===== config.mk =====
export PLATFORM = sky130hd
export DESIGN_NAME = uart_dac_player_flat
export DESIGN_NICKNAME = d
export VERILOG_FILES = /design/src/rtl/dac_player_pkg.sv /design/src/rtl/uart_dac_player_if.sv /design/src/rtl/uart_dac_player_uart_rx.sv /design/src/rtl/uart_dac_player.sv /design/src/flat_wrapper.sv
export SDC_FILE = /design/constraint.sdc
export NUM_CORES = 1
export LEC_CHECK = 0
export BUFFER_PORTS_ARGS = -buffer_cell sky130_fd_sc_hd__buf_4
export CAP_MARGIN = 30
export CORE_MARGIN = 2
export CORE_UTILIZATION = 55
export CTS_BUF_LIST = sky130_fd_sc_hd__clkbuf_2 sky130_fd_sc_hd__clkbuf_4 sky130_fd_sc_hd__clkbuf_8
export DETAILED_ROUTE_END_ITERATION = 8
export HOLD_SLACK_MARGIN = 0.08
export PLACE_DENSITY = 0.83
export SLEW_MARGIN = 20
export SYNTH_ARGS = -nofsm -noshare
export SYNTH_HDL_FRONTEND = slang
export SYNTH_SLANG_ARGS = --single-unit
export TNS_END_PERCENT = 100

===== constraint.sdc =====
create_clock -name clk_i -period 3.47 [get_ports clk_i]
set_clock_uncertainty 0.15 [all_clocks]
set_input_delay 0.694 -clock clk_i [delete_from_list [all_inputs] [get_ports clk_i]]
set_output_delay 0.694 -clock clk_i [all_outputs]
set_load 0.02 [all_outputs]

===== src/rtl/dac_player_pkg.sv =====
// Shared types and framing constants for the UART-to-DAC playback path.
package dac_player_pkg;

    typedef enum logic [1:0] {
        IDLE  = 2'd0,
        START = 2'd1,
        DATA  = 2'd2,
        STOP  = 2'd3
    } rx_state_t;

    typedef enum logic {
        PRIME = 1'b0,
        PLAY  = 1'b1
    } player_state_t;

    typedef enum logic {
        WAIT_H = 1'b0,
        WAIT_L = 1'b1
    } asm_state_t;

    localparam int          HI_MARK      = 7;
    localparam int          RSVD         = 6;
    localparam logic [11:0] DAC_MIDSCALE = 12'h800;

    function automatic logic is_hi_byte(input logic [7:0] b);
        return b[HI_MARK] && !b[RSVD];
    endfunction

    function automatic logic is_lo_byte(input logic [7:0] b);
        return !b[HI_MARK] && !b[RSVD];
    endfunction

endpackage


===== src/rtl/uart_dac_player_if.sv =====
// Host-link and DAC-side signals of the playback block.
interface uart_dac_player_if #(
    parameter int RESOLUTION = 12,
    parameter int FIFO_DEPTH = 16
);
    localparam int LEVEL_W = $clog2(FIFO_DEPTH) + 1;

    logic                  rx_i;
    logic                  en_i;
    logic [RESOLUTION-1:0] dac_o;
    logic                  playing_o;
    logic [LEVEL_W-1:0]    level_o;
    logic                  underflow_o;
    logic                  overflow_o;
    logic                  frame_err_o;

    modport master (
        output rx_i, en_i,
        input  dac_o, playing_o, level_o, underflow_o, overflow_o, frame_err_o
    );

    modport slave (
        input  rx_i, en_i,
        output dac_o, playing_o, level_o, underflow_o, overflow_o, frame_err_o
    );
endinterface


===== src/rtl/uart_dac_player_uart_rx.sv =====
// 8N1 UART byte receiver with input synchronizer; stop-bit errors drop the byte.
module uart_rx
    import dac_player_pkg::*;
#(
    parameter int CLKS_PER_BIT = 319
) (
    input  logic       clk_i,
    input  logic       rst_ni,
    input  logic       rx_i,
    output logic [7:0] byte_o,
    output logic       byte_valid_o,
    output logic       frame_err_o
);
    localparam int               CNT_W   = $clog2(CLKS_PER_BIT);
    localparam logic [CNT_W-1:0] HALF_M1 = CNT_W'(CLKS_PER_BIT / 2 - 1);
    localparam logic [CNT_W-1:0] FULL_M1 = CNT_W'(CLKS_PER_BIT - 1);
    localparam logic [CNT_W-1:0] CNT_0   = {CNT_W{1'b0}};

    logic [1:0]       sync_r;
    logic             prev_r;
    logic             rx_s;
    rx_state_t        state_r, state_s;
    logic [CNT_W-1:0] cnt_r, cnt_s;
    logic [2:0]       bit_r, bit_s;
    logic [7:0]       shift_r, shift_s;
    logic             valid_r, valid_s;
    logic             ferr_r, ferr_s;

    assign rx_s = sync_r[1];

    // Next-state logic: bit timing counts from the detected falling edge.
    always_comb begin
        state_s = state_r;
        cnt_s   = cnt_r;
        bit_s   = bit_r;
        shift_s = shift_r;
        valid_s = 1'b0;
        ferr_s  = 1'b0;
        case (state_r)
            IDLE: begin
                cnt_s = CNT_0;
                if (prev_r && !rx_s) begin
                    state_s = START;
                end else begin
                    state_s = IDLE;
                end
            end
            START: begin
                if (cnt_r == HALF_M1) begin
                    cnt_s = CNT_0;
                    bit_s = 3'd0;
                    if (!rx_s) begin
                        state_s = DATA;
                    end else begin
                        state_s = IDLE;
                    end
                end else begin
                    cnt_s = cnt_r + CNT_W'(1'b1);
                end
            end
            DATA: begin
                if (cnt_r == FULL_M1) begin
                    cnt_s   = CNT_0;
                    shift_s = {rx_s, shift_r[7:1]};
                    if (bit_r == 3'd7) begin
                        state_s = STOP;
                    end else begin
                        bit_s = bit_r + 3'd1;
                    end
                end else begin
                    cnt_s = cnt_r + CNT_W'(1'b1);
                end
            end
            STOP: begin
                if (cnt_r == FULL_M1) begin
                    cnt_s   = CNT_0;
                    state_s = IDLE;
                    if (rx_s) begin
                        valid_s = 1'b1;
                    end else begin
                        ferr_s = 1'b1;
                    end
                end else begin
                    cnt_s = cnt_r + CNT_W'(1'b1);
                end
            end
            default: begin
                state_s = IDLE;
                cnt_s   = CNT_0;
            end
        endcase
    end

    // Synchronizer, receiver state and registered byte outputs.
    always_ff @(posedge clk_i or negedge rst_ni) begin
        if (!rst_ni) begin
            sync_r  <= 2'b11;
            prev_r  <= 1'b1;
            state_r <= IDLE;
            cnt_r   <= CNT_0;
            bit_r   <= 3'd0;
            shift_r <= 8'h00;
            valid_r <= 1'b0;
            ferr_r  <= 1'b0;
        end else begin
            sync_r  <= {sync_r[0], rx_i};
            prev_r  <= rx_s;
            state_r <= state_s;
            cnt_r   <= cnt_s;
            bit_r   <= bit_s;
            shift_r <= shift_s;
            valid_r <= valid_s;
            ferr_r  <= ferr_s;
        end
    end

    assign byte_o       = shift_r;
    assign byte_valid_o = valid_r;
    assign frame_err_o  = ferr_r;

endmodule


===== src/rtl/uart_dac_player.sv =====
// Host-to-DAC playback: UART bytes are framed into 12-bit samples, buffered
// in a FIFO and replayed to the R-2R ladder at a fixed sample rate.
module uart_dac_player
    import dac_player_pkg::*;
#(
    parameter int CLK_FREQ    = 36_750_000,
    parameter int BAUD        = 115_200,
    parameter int SAMPLE_FREQ = 4_000,
    parameter int RESOLUTION  = 12,
    parameter int FIFO_DEPTH  = 16
) (
    input  logic             clk_i,
    input  logic             rst_ni,
    uart_dac_player_if.slave bus
);
    localparam int            CLKS_PER_BIT = CLK_FREQ / BAUD;
    localparam int            TICK         = CLK_FREQ / SAMPLE_FREQ;
    localparam int            AW           = $clog2(FIFO_DEPTH);
    localparam int            TW           = $clog2(TICK);
    localparam logic [TW-1:0] TICK_LAST    = TW'(TICK - 1);
    localparam logic [TW-1:0] TICK_0       = {TW{1'b0}};
    localparam logic [AW:0]   PTR_0        = {(AW + 1){1'b0}};
    localparam logic [AW:0]   PRIME_LEVEL  = (AW + 1)'(FIFO_DEPTH / 2);

    logic [7:0] rx_byte_s;
    logic       rx_valid_s;
    logic       rx_ferr_s;

    uart_rx #(.CLKS_PER_BIT(CLKS_PER_BIT)) u_rx (
        .clk_i        (clk_i),
        .rst_ni       (rst_ni),
        .rx_i         (bus.rx_i),
        .byte_o       (rx_byte_s),
        .byte_valid_o (rx_valid_s),
        .frame_err_o  (rx_ferr_s)
    );

    asm_state_t            asm_state_r, asm_state_s;
    logic [5:0]            hi_r, hi_s;
    logic                  push_s, asm_err_s;
    logic                  push_r, frame_err_r;
    logic [RESOLUTION-1:0] push_data_r;

    // Sample assembler: a low byte completes the frame, stray bytes flag errors.
    always_comb begin
        asm_state_s = asm_state_r;
        hi_s        = hi_r;
        push_s      = 1'b0;
        asm_err_s   = 1'b0;
        if (rx_valid_s) begin
            case (asm_state_r)
                WAIT_H: begin
                    if (is_hi_byte(rx_byte_s)) begin
                        hi_s        = rx_byte_s[5:0];
                        asm_state_s = WAIT_L;
                    end else begin
                        asm_err_s = 1'b1;
                    end
                end
                WAIT_L: begin
                    if (is_lo_byte(rx_byte_s)) begin
                        push_s      = 1'b1;
                        asm_state_s = WAIT_H;
                    end else if (is_hi_byte(rx_byte_s)) begin
                        asm_err_s = 1'b1;
                        hi_s      = rx_byte_s[5:0];
                    end else begin
                        asm_err_s   = 1'b1;
                        asm_state_s = WAIT_H;
                    end
                end
                default: asm_state_s = WAIT_H;
            endcase
        end else begin
            asm_state_s = asm_state_r;
        end
    end

    // Assembler state and the one-cycle-delayed push request.
    always_ff @(posedge clk_i or negedge rst_ni) begin
        if (!rst_ni) begin
            asm_state_r <= WAIT_H;
            hi_r        <= 6'd0;
            push_r      <= 1'b0;
            push_data_r <= {RESOLUTION{1'b0}};
            frame_err_r <= 1'b0;
        end else begin
            asm_state_r <= asm_state_s;
            hi_r        <= hi_s;
            push_r      <= push_s;
            push_data_r <= {hi_r, rx_byte_s[5:0]};
            frame_err_r <= rx_ferr_s | asm_err_s;
        end
    end

    logic [RESOLUTION-1:0] mem_r [FIFO_DEPTH];
    logic [AW:0]           wr_ptr_r, rd_ptr_r, wr_ptr_s, rd_ptr_s, level_r;
    logic [TW-1:0]         tick_cnt_r;
    player_state_t         play_state_r, play_state_s;
    logic [RESOLUTION-1:0] dac_r;
    logic                  empty_s, full_s, tick_s;
    logic                  pop_s, wr_en_s, restart_s, underflow_s, overflow_s;
    logic                  underflow_r, overflow_r;

    assign empty_s = (wr_ptr_r == rd_ptr_r);
    assign full_s  = (wr_ptr_r[AW] != rd_ptr_r[AW]) && (wr_ptr_r[AW-1:0] == rd_ptr_r[AW-1:0]);
    assign tick_s  = (tick_cnt_r == TICK_LAST);

    // Player FSM and FIFO pointer arithmetic; en_i low flushes everything.
    always_comb begin
        play_state_s = play_state_r;
        pop_s        = 1'b0;
        restart_s    = 1'b0;
        underflow_s  = 1'b0;
        if (!bus.en_i) begin
            play_state_s = PRIME;
        end else begin
            case (play_state_r)
                PRIME: begin
                    if (level_r >= PRIME_LEVEL) begin
                        play_state_s = PLAY;
                        restart_s    = 1'b1;
                    end else begin
                        play_state_s = PRIME;
                    end
                end
                PLAY: begin
                    if (tick_s && !empty_s) begin
                        pop_s = 1'b1;
                    end else if (tick_s) begin
                        underflow_s  = 1'b1;
                        play_state_s = PRIME;
                    end else begin
                        play_state_s = PLAY;
                    end
                end
                default: play_state_s = PRIME;
            endcase
        end
        // A full FIFO still accepts a push when a pop frees a slot this cycle.
        wr_en_s    = push_r && bus.en_i && (!full_s || pop_s);
        overflow_s = push_r && bus.en_i && full_s && !pop_s;
        if (!bus.en_i) begin
            wr_ptr_s = PTR_0;
            rd_ptr_s = PTR_0;
        end else begin
            wr_ptr_s = wr_ptr_r + (AW + 1)'(wr_en_s);
            rd_ptr_s = rd_ptr_r + (AW + 1)'(pop_s);
        end
    end

    // Player state, pointers, sample timer and DAC output register.
    always_ff @(posedge clk_i or negedge rst_ni) begin
        if (!rst_ni) begin
            play_state_r <= PRIME;
            wr_ptr_r     <= PTR_0;
            rd_ptr_r     <= PTR_0;
            level_r      <= PTR_0;
            tick_cnt_r   <= TICK_0;
            dac_r        <= DAC_MIDSCALE;
            underflow_r  <= 1'b0;
            overflow_r   <= 1'b0;
        end else begin
            play_state_r <= play_state_s;
            wr_ptr_r     <= wr_ptr_s;
            rd_ptr_r     <= rd_ptr_s;
            level_r      <= wr_ptr_s - rd_ptr_s;
            underflow_r  <= underflow_s;
            overflow_r   <= overflow_s;
            if (!bus.en_i || restart_s || tick_s) begin
                tick_cnt_r <= TICK_0;
            end else begin
                tick_cnt_r <= tick_cnt_r + TW'(1'b1);
            end
            if (!bus.en_i) begin
                dac_r <= DAC_MIDSCALE;
            end else if (pop_s) begin
                dac_r <= mem_r[rd_ptr_r[AW-1:0]];
            end else begin
                dac_r <= dac_r;
            end
        end
    end

    // Sample storage; validity is defined by the pointers, so no reset.
    always_ff @(posedge clk_i) begin
        if (wr_en_s) begin
            mem_r[wr_ptr_r[AW-1:0]] <= push_data_r;
        end
    end

    assign bus.dac_o       = dac_r;
    assign bus.playing_o   = (play_state_r == PLAY);
    assign bus.level_o     = level_r;
    assign bus.underflow_o = underflow_r;
    assign bus.overflow_o  = overflow_r;
    assign bus.frame_err_o = frame_err_r;

endmodule


===== src/flat_wrapper.sv =====
// flat-port wrapper written by rule: the top's interface ports become plain ports
module uart_dac_player_flat import dac_player_pkg::*;
#(
    parameter int CLK_FREQ    = 36_750_000,
    parameter int BAUD        = 115_200,
    parameter int SAMPLE_FREQ = 4_000,
    parameter int RESOLUTION  = 12,
    parameter int FIFO_DEPTH  = 16
)
  (clk_i, rst_ni, bus_rx_i, bus_en_i, bus_dac_o, bus_playing_o, bus_level_o, bus_underflow_o, bus_overflow_o, bus_frame_err_o);
  uart_dac_player_if #(.RESOLUTION(RESOLUTION), .FIFO_DEPTH(FIFO_DEPTH)) bus_i ();
  input  logic clk_i;
  input  logic rst_ni;
  input wire logic [$bits(bus_i.rx_i)-1:0] bus_rx_i;
  input wire logic [$bits(bus_i.en_i)-1:0] bus_en_i;
  output wire logic [$bits(bus_i.dac_o)-1:0] bus_dac_o;
  output wire logic [$bits(bus_i.playing_o)-1:0] bus_playing_o;
  output wire logic [$bits(bus_i.level_o)-1:0] bus_level_o;
  output wire logic [$bits(bus_i.underflow_o)-1:0] bus_underflow_o;
  output wire logic [$bits(bus_i.overflow_o)-1:0] bus_overflow_o;
  output wire logic [$bits(bus_i.frame_err_o)-1:0] bus_frame_err_o;
  assign bus_i.rx_i = bus_rx_i;
  assign bus_i.en_i = bus_en_i;
  assign bus_dac_o = bus_i.dac_o;
  assign bus_playing_o = bus_i.playing_o;
  assign bus_level_o = bus_i.level_o;
  assign bus_underflow_o = bus_i.underflow_o;
  assign bus_overflow_o = bus_i.overflow_o;
  assign bus_frame_err_o = bus_i.frame_err_o;
  uart_dac_player #(.CLK_FREQ(CLK_FREQ), .BAUD(BAUD), .SAMPLE_FREQ(SAMPLE_FREQ), .RESOLUTION(RESOLUTION), .FIFO_DEPTH(FIFO_DEPTH)) u_core (.clk_i(clk_i), .rst_ni(rst_ni), .bus(bus_i));
endmodule

Yosys cells after proc, flatten, opt, wreduce, memory -nomap -nowiden:

Memories as Yosys holds them, arrays and structs flattened.
Cells that the tools add are included.

* memories: 1
* input bits: 4
* word-level logic and storage cells: 129
* memory bits (writable): 192
* bits in registers: 92
* output and inout bits: 21

Memory list
* u_core.mem_r: depth 16, width 12, rd ports 1, clocked after memory_dff 0, wr ports 1, RTL line uart_dac_player.sv:96 `logic [RESOLUTION-1:0] mem_r [FIFO_DEPTH];`

* order comparisons: 1
* reductions and logical operators: 26
* equal/unequal tests: 17
* mux-type cells: 54
* add/sub/neg operators: 6
* bitwise operators: 3

Operators with widths (count)
* 2-to-1 mux 1 bit: 30
* case mux 9 bit (3 select lines): 1
* 2-to-1 mux 12 bit: 2
* 2-to-1 mux 9 bit: 2
* adder 14 x 1 -> 14 bit (second input constant): 1
* equality test 14 bit (second input constant): 1
* 2-to-1 mux 14 bit: 1
* 2-to-1 mux 6 bit: 2
* inequality test 2 bit (second input constant): 6
* case mux 6 bit (2 select lines): 1
* adder 5 x 1 -> 5 bit: 2
* 2-to-1 mux 2 bit: 5
* 2-to-1 mux 5 bit: 2
* adder 9 x 1 -> 9 bit (second input constant): 1
* equality test 9 x 8 -> 1 bit (second input constant): 1
* equality test 9 bit (second input constant): 1
* logical AND 1 bit: 9
* 2-to-1 mux 3 bit: 3
* case mux 2 bit (4 select lines): 1
* AND reduction 4 bit: 2
* zero test 1 bit: 7
* case mux 1 bit (2 select lines): 3
* case mux 3 bit (2 select lines): 1
* equality test 5 bit: 1
* 16 further kinds: 21

Logic depth before layout (Yosys ltp):

* word-level depth: 11
* mapped depth: 16
* gate-level depth less buffers: 15

Cells and area by module:

Synthesis repeated with hierarchy kept, for this count alone.

* cells, all modules: 671
* area, all modules: 11448.5 sq um

Modules (own cells, without submodules)
* uart_dac_player: instances 1, area an instance 10158.5 sq um, cells an instance 561, seq. area each 7393.3 sq um
* uart_rx: instances 1, area an instance 1290.0 sq um, cells an instance 110, seq. area each 679.4 sq um

Worst setup path before layout:

Ideal clock, no wire load.

* path type: register -> register
* start point: register u_core.rd_ptr_r[0]
* end point: register u_core.level_r[4] (netlist: u_core.bus.level_o[4])
* slack: -0.052 ns
* data arrival time: 3.236 ns
* period minus slack after synthesis: 3.522 ns
* stages on the path, launching flop included: 16
* path buffers: 3
* data required time: 3.185 ns
* setup time: 0.135 ns
* cell sequence: dfrtp_1 clkbuf_1 buf_2 xnor2_1 nand4_1 a211oi_2 buf_2 nor2_1 ha_1 ha_1 xnor2_1 nor2_1 ha_1 a21o_1 a21oi_1 xor3_1

* cells in the longest elaborated chain, start to end: 11
* elaborated cells on any way between the ends: 16
* classes of those cells: add/sub (3); eq/ne (2); mux (5); reduce/logical (6)

RTL lines
* start: declaration: RTL line uart_dac_player.sv:97 `logic [AW:0] wr_ptr_r, rd_ptr_r, wr_ptr_s, rd_ptr_s, level_r;`
* start signal: assignment: RTL line uart_dac_player.sv:166 `rd_ptr_r <= rd_ptr_s;`
* equality test 5 bit: RTL line uart_dac_player.sv:105 `assign empty_s = (wr_ptr_r == rd_ptr_r);`
* zero test 1 bit: RTL line uart_dac_player.sv:128 `if (tick_s && !empty_s) begin`
* logical AND 1 bit: RTL line uart_dac_player.sv:128
* 2-to-1 mux 1 bit: RTL line uart_dac_player.sv:128
* 2-to-1 mux 1 bit: RTL line uart_dac_player.sv:118 `case (play_state_r)`
* 2-to-1 mux 1 bit: RTL line uart_dac_player.sv:115 `if (!bus.en_i) begin`
* logical OR 1 bit (*): RTL line uart_dac_player.sv:141 `wr_en_s = push_r && bus.en_i && (!full_s || pop_s);`
* logical AND 1 bit (*): RTL line uart_dac_player.sv:141
* adder 5 x 1 -> 5 bit (*): RTL line uart_dac_player.sv:147 `wr_ptr_s = wr_ptr_r + (AW + 1)'(wr_en_s);`
* 2-to-1 mux 5 bit (*): RTL line uart_dac_player.sv:143 `if (!bus.en_i) begin`
* via u_core.wr_ptr_s[2]: RTL line uart_dac_player.sv:97
* subtractor 5 bit (*): RTL line uart_dac_player.sv:167 `level_r <= wr_ptr_s - rd_ptr_s;`
* end signal: assignment: RTL line uart_dac_player.sv:167
* end: declaration: RTL line uart_dac_player.sv:97

Mark *: on every way through the listed nets, which the timed path passes. The rest lies on a longest branch.
A chain may end at the register's enable or synchronous reset.

Final worst setup path:

* start point: register u_core.tick_cnt_r[11]
* end point: register u_core.level_r[4] (netlist: u_core.bus.level_o[4])

* cells in the longest elaborated chain, start to end: 10
* elaborated cells on any way between the ends: 12
* classes of those cells: add/sub (3); eq/ne (1); mux (5); reduce/logical (3)

RTL lines
* start: declaration: RTL line uart_dac_player.sv:98 `logic [TW-1:0] tick_cnt_r;`
* start signal: assignment: RTL line uart_dac_player.sv:173 `tick_cnt_r <= tick_cnt_r + TW'(1'b1);`
* equality test 14 bit: RTL line uart_dac_player.sv:107 `assign tick_s = (tick_cnt_r == TICK_LAST);`
* logical AND 1 bit: RTL line uart_dac_player.sv:128
* 2-to-1 mux 1 bit: RTL line uart_dac_player.sv:128
* 2-to-1 mux 1 bit: RTL line uart_dac_player.sv:118
* 2-to-1 mux 1 bit: RTL line uart_dac_player.sv:115
* logical OR 1 bit: RTL line uart_dac_player.sv:141
* logical AND 1 bit: RTL line uart_dac_player.sv:141
* adder 5 x 1 -> 5 bit: RTL line uart_dac_player.sv:147
* 2-to-1 mux 5 bit: RTL line uart_dac_player.sv:143
* via u_core.wr_ptr_s[2]: RTL line uart_dac_player.sv:97
* subtractor 5 bit: RTL line uart_dac_player.sv:167

The timed path passes the listed nets, and every way through them passes these cells.

==> impl_metrics.env <==
export IMPL_critPathTopFamily="simple AND/OR/NAND/NOR gates"
export IMPL_ios=25
export IMPL_arrival_ns=3.57
export IMPL_cts_tree="done"
export IMPL_cts_buffer_depth=3
export IMPL_syn_inst=653
export IMPL_dp_cells=945
export IMPL_crit_path_max_incr_delay_ns=0.56
export IMPL_outcome="complete, no violations"
export IMPL_antenna_cells=0
export IMPL_routabilityCongestion=0.823
export IMPL_cp_cell_sequence="or4_4 > nor4_4 > buf_4 > a211oi_4 > nor2_1 > ha_2 > ha_2 > xnor2_1 > nor2_1 > ha_1 > a21o_1 > a21oi_2 > xor3_1"
export IMPL_r2r_end="u_core.bus.level_o[4]"
export IMPL_avgSynthCellArea_um2=17.2
export IMPL_fillers=1353
export IMPL_syn2layout_area_growth_pct=14.5
export IMPL_multi_input_area_mm2=0.00304
export IMPL_hp_start="u_core.u_rx.sync_r[0]"
export IMPL_r2r_start="u_core.tick_cnt_r[11]"
export IMPL_reg2reg_slack_ns=0.18
export IMPL_rows=52
export IMPL_drive_gt1_share_pct=27.9
export IMPL_worstSetupEndpointType="flip-flop"
export IMPL_cts_buffers=44
export IMPL_clock_latency_ns=0.55
export IMPL_cp_slowest_cell="or4_4"
export IMPL_hpwl_um=13800
export IMPL_max_clock_freq_mhz=304
export IMPL_grt_antenna_before_repair=0
export IMPL_startpoint_type="flip-flop"
export IMPL_start_util_pct=55.8
export IMPL_grt_pass1_wl_um=34700
export IMPL_yosysTopAreaCell="edfxtp_1"
export IMPL_maxCapViolCount=0
export IMPL_whs_ns=0.199
export IMPL_core_mm2=0.0202
export IMPL_die_x_um=147
export IMPL_drt_pass1_iter_count=5
export IMPL_final_setup_viol_count=0
export IMPL_fin_cells=1036
export IMPL_tns_ns=0
export IMPL_power_total_mw=6.53
export IMPL_synth_cell_types=56
export IMPL_ir_worst_vdd_mv=0.323
export IMPL_drc_errors=0
export IMPL_crit_required_ns=3.75
export IMPL_finalHoldViolCount=0
export IMPL_final_antenna_net_count=0
export IMPL_clk_pin_slew_ns=0.06
export IMPL_grt_pass1_vias=6470
export IMPL_fin_util_pct=63.9
export IMPL_synth_flop_cell="edfxtp_1"
export IMPL_yosysSeqAreaShare_pct=71.7
export IMPL_avgRoutedWirePerCell_um=21.2
export IMPL_finalCriticalPeriod_ns=3.29
export IMPL_yosys_warnings=0
export IMPL_grtUsageTotal_pct=20.8
export IMPL_synth_top_area_share_pct=51.2
export IMPL_hold_path_class="reg -> reg"
export IMPL_crit_buf_inv=1
export IMPL_slew_violations=0
export IMPL_tightest_slew_ns=0.919
export IMPL_synth_area_leaders="edfxtp_1, dfrtp_1, mux4_2"
export IMPL_io_buffers=24
export IMPL_hold_path_end="u_core.u_rx.sync_r[1]"
export IMPL_cp_max_fo=3
export IMPL_critPathKind="reg -> reg"
export IMPL_via_per_inst=5.92
export IMPL_die_area_mm2=0.0216
export IMPL_register_area_mm2=0.00808
export IMPL_r2r_cells=13
export IMPL_slew_headroom_pct=38.5
export IMPL_syn_nets=672
export IMPL_cts_sinks=284
export IMPL_grt_max_degree=81
export IMPL_num_vias=6130
export IMPL_syn_area_mm2=0.0113
export IMPL_power_density_mw_per_mm2=507
export IMPL_nets=750
export IMPL_p_leak_nw=5.30
export IMPL_die_h_um=147
export IMPL_synth_edf_count=192
export IMPL_h_tree_depth=2
export IMPL_overflow=0
export IMPL_root_buffer="clkbuf_8"
export IMPL_drt_iter0_markers=571
export IMPL_ys_seq_elements=284
export IMPL_post_route_period_util_pct=94.9
export IMPL_holdPathStages=0
export IMPL_drt_total_wl_um=21900
export IMPL_synth_async_reset_ratio_pct=32.4
[synthesized netlist by cell type (all sizes together), types with 2 or more instances]
cell / instances
nor2b: 2
and3: 4
nand2b: 4
edfxtp: 192
mux2i: 3
dfstp: 4
dfrtp: 88
a21o: 2
a21oi: 6
mux2: 16
a22o: 24
o21ai: 6
buf: 12
nand3: 12
or4: 3
nand2: 27
nor3b: 2
nor3: 17
xnor2: 18
nor2: 50
xor2: 14
o22ai: 11
nor4: 8
or3: 3
clkbuf: 18
inv: 18
and2: 2
o2111ai: 2
mux4: 48
nand4: 6
and4b: 2
ha: 14
[how the worst max path moves through the flow]
stage	startpoint	to	slack (ns)	depth (start not counted)
after floorplan	u_core.tick_cnt_r[2]	u_core.bus.level_o[4]	0.01	13
after global placement	u_core.tick_cnt_r[11]	u_core.bus.level_o[4]	0.18	12
after detailed placement	u_core.tick_cnt_r[11]	u_core.bus.level_o[4]	0.09	12
after CTS	u_core.tick_cnt_r[11]	u_core.bus.level_o[4]	0.05	12
after global routing	u_core.tick_cnt_r[11]	u_core.bus.level_o[4]	-0.04	13
final	u_core.tick_cnt_r[11]	u_core.bus.level_o[4]	0.18	13
[logic make-up (layout without fill, tap and decap cells)]
| logic type | after synthesis | in the layout | synth area share (%) |
|---|---|---|---|
| AO/OA/AOI/OAI | 58 | 58 | 3.93 |
| XOR/XNOR | 33 | 33 | 2.70 |
| adder cells (fa/ha/maj) | 15 | 15 | 1.73 |
| buffers and inverters | 48 | 161 | 1.80 |
| flip-flops | 284 | 284 | 71.7 |
| multiplexers | 67 | 67 | 11.5 |
| AND/OR/NAND/NOR | 148 | 148 | 6.62 |
[sequential cells by signal (all words and copies together), names as in the netlist, 2 cells and up, named ones only]
register and flops:
u_core.bus.level_o 5, u_core.mem_r 192, u_core.u_rx.byte_o 8, u_core.u_rx.bit_r 3
u_core.u_rx.cnt_r 9, u_core.u_rx.sync_r 2, u_core.rd_ptr_r 5, u_core.bus.dac_o 12
u_core.wr_ptr_r 5, u_core.tick_cnt_r 14, u_core.push_data_r 12, u_core.hi_r 6
[report_power, final]
part           switching [mW]  internal (mW)
Sequential             0.0545           3.62
Clock                    1.25           1.45
Combinational          0.0997         0.0576
Total                    1.40           5.13
[layout by cell type, fill, tap and decap left out, types with 16 or more instances in the layout]
master | synthesis | routed
a22o_1 | 24 | 24
nor2_1 | 49 | 49
mux2_2 | 16 | 16
nand2_1 | 27 | 27
nor3_1 | 17 | 17
buf_4 | 1 | 58
mux4_2 | 48 | 48
inv_1 | 17 | 17
dfrtp_1 | 88 | 85
clkbuf_8 | 0 | 46
xnor2_1 | 18 | 18
edfxtp_1 | 192 | 192
[what timing repair did]
action,in CTS,in global routing
endpoints found under the hold margin,1,21
buffers inserted,0,5
hold buffers,1,1
resized for setup,0,6
endpoints found under the setup margin,0,1
[final cells by class]
cell class	instances	share of cell area, %
flip-flops and latches	284	62.7
multi-input cells	321	23.6
clock buffers	58	5.61
repair buffers	62	3.90
well taps	270	2.62
clock inverters	23	1.11
inverters	18	0.524
[worst reg2reg max path, delay by kind of cell, from the launching register on]
kind / cells / cell delay (ns)
flip-flops: 1 / 0.41
AND/OR/NAND/NOR: 4 / 0.98
adder cells (fa/ha/maj): 3 / 0.71
XOR/XNOR: 2 / 0.34
AO/OA/AOI/OAI: 3 / 0.42
buffers and inverters: 1 / 0.19
[metrics by stage]
step / worst slack (ns) / cell area, um2
after global routing: -0.0353 / 12900
after CTS: 0.0471 / 12800
final: 0.178 / 12900
after global placement: 0.177 / 11900
after detailed placement: 0.0858 / 11900
after floorplan: 0.0117 / 11300
[per-layer routing]
metal	part of all wire [%]	global-route usage, %	vias to the layer above
met4	2.4	8.37	0
met2	52	35.2	260
met3	7.3	4.25	47
met1	39	26.9	3140
met5	0	0	-
li1	-	-	2683
Note: power is estimated with default switching activity, not from simulation.
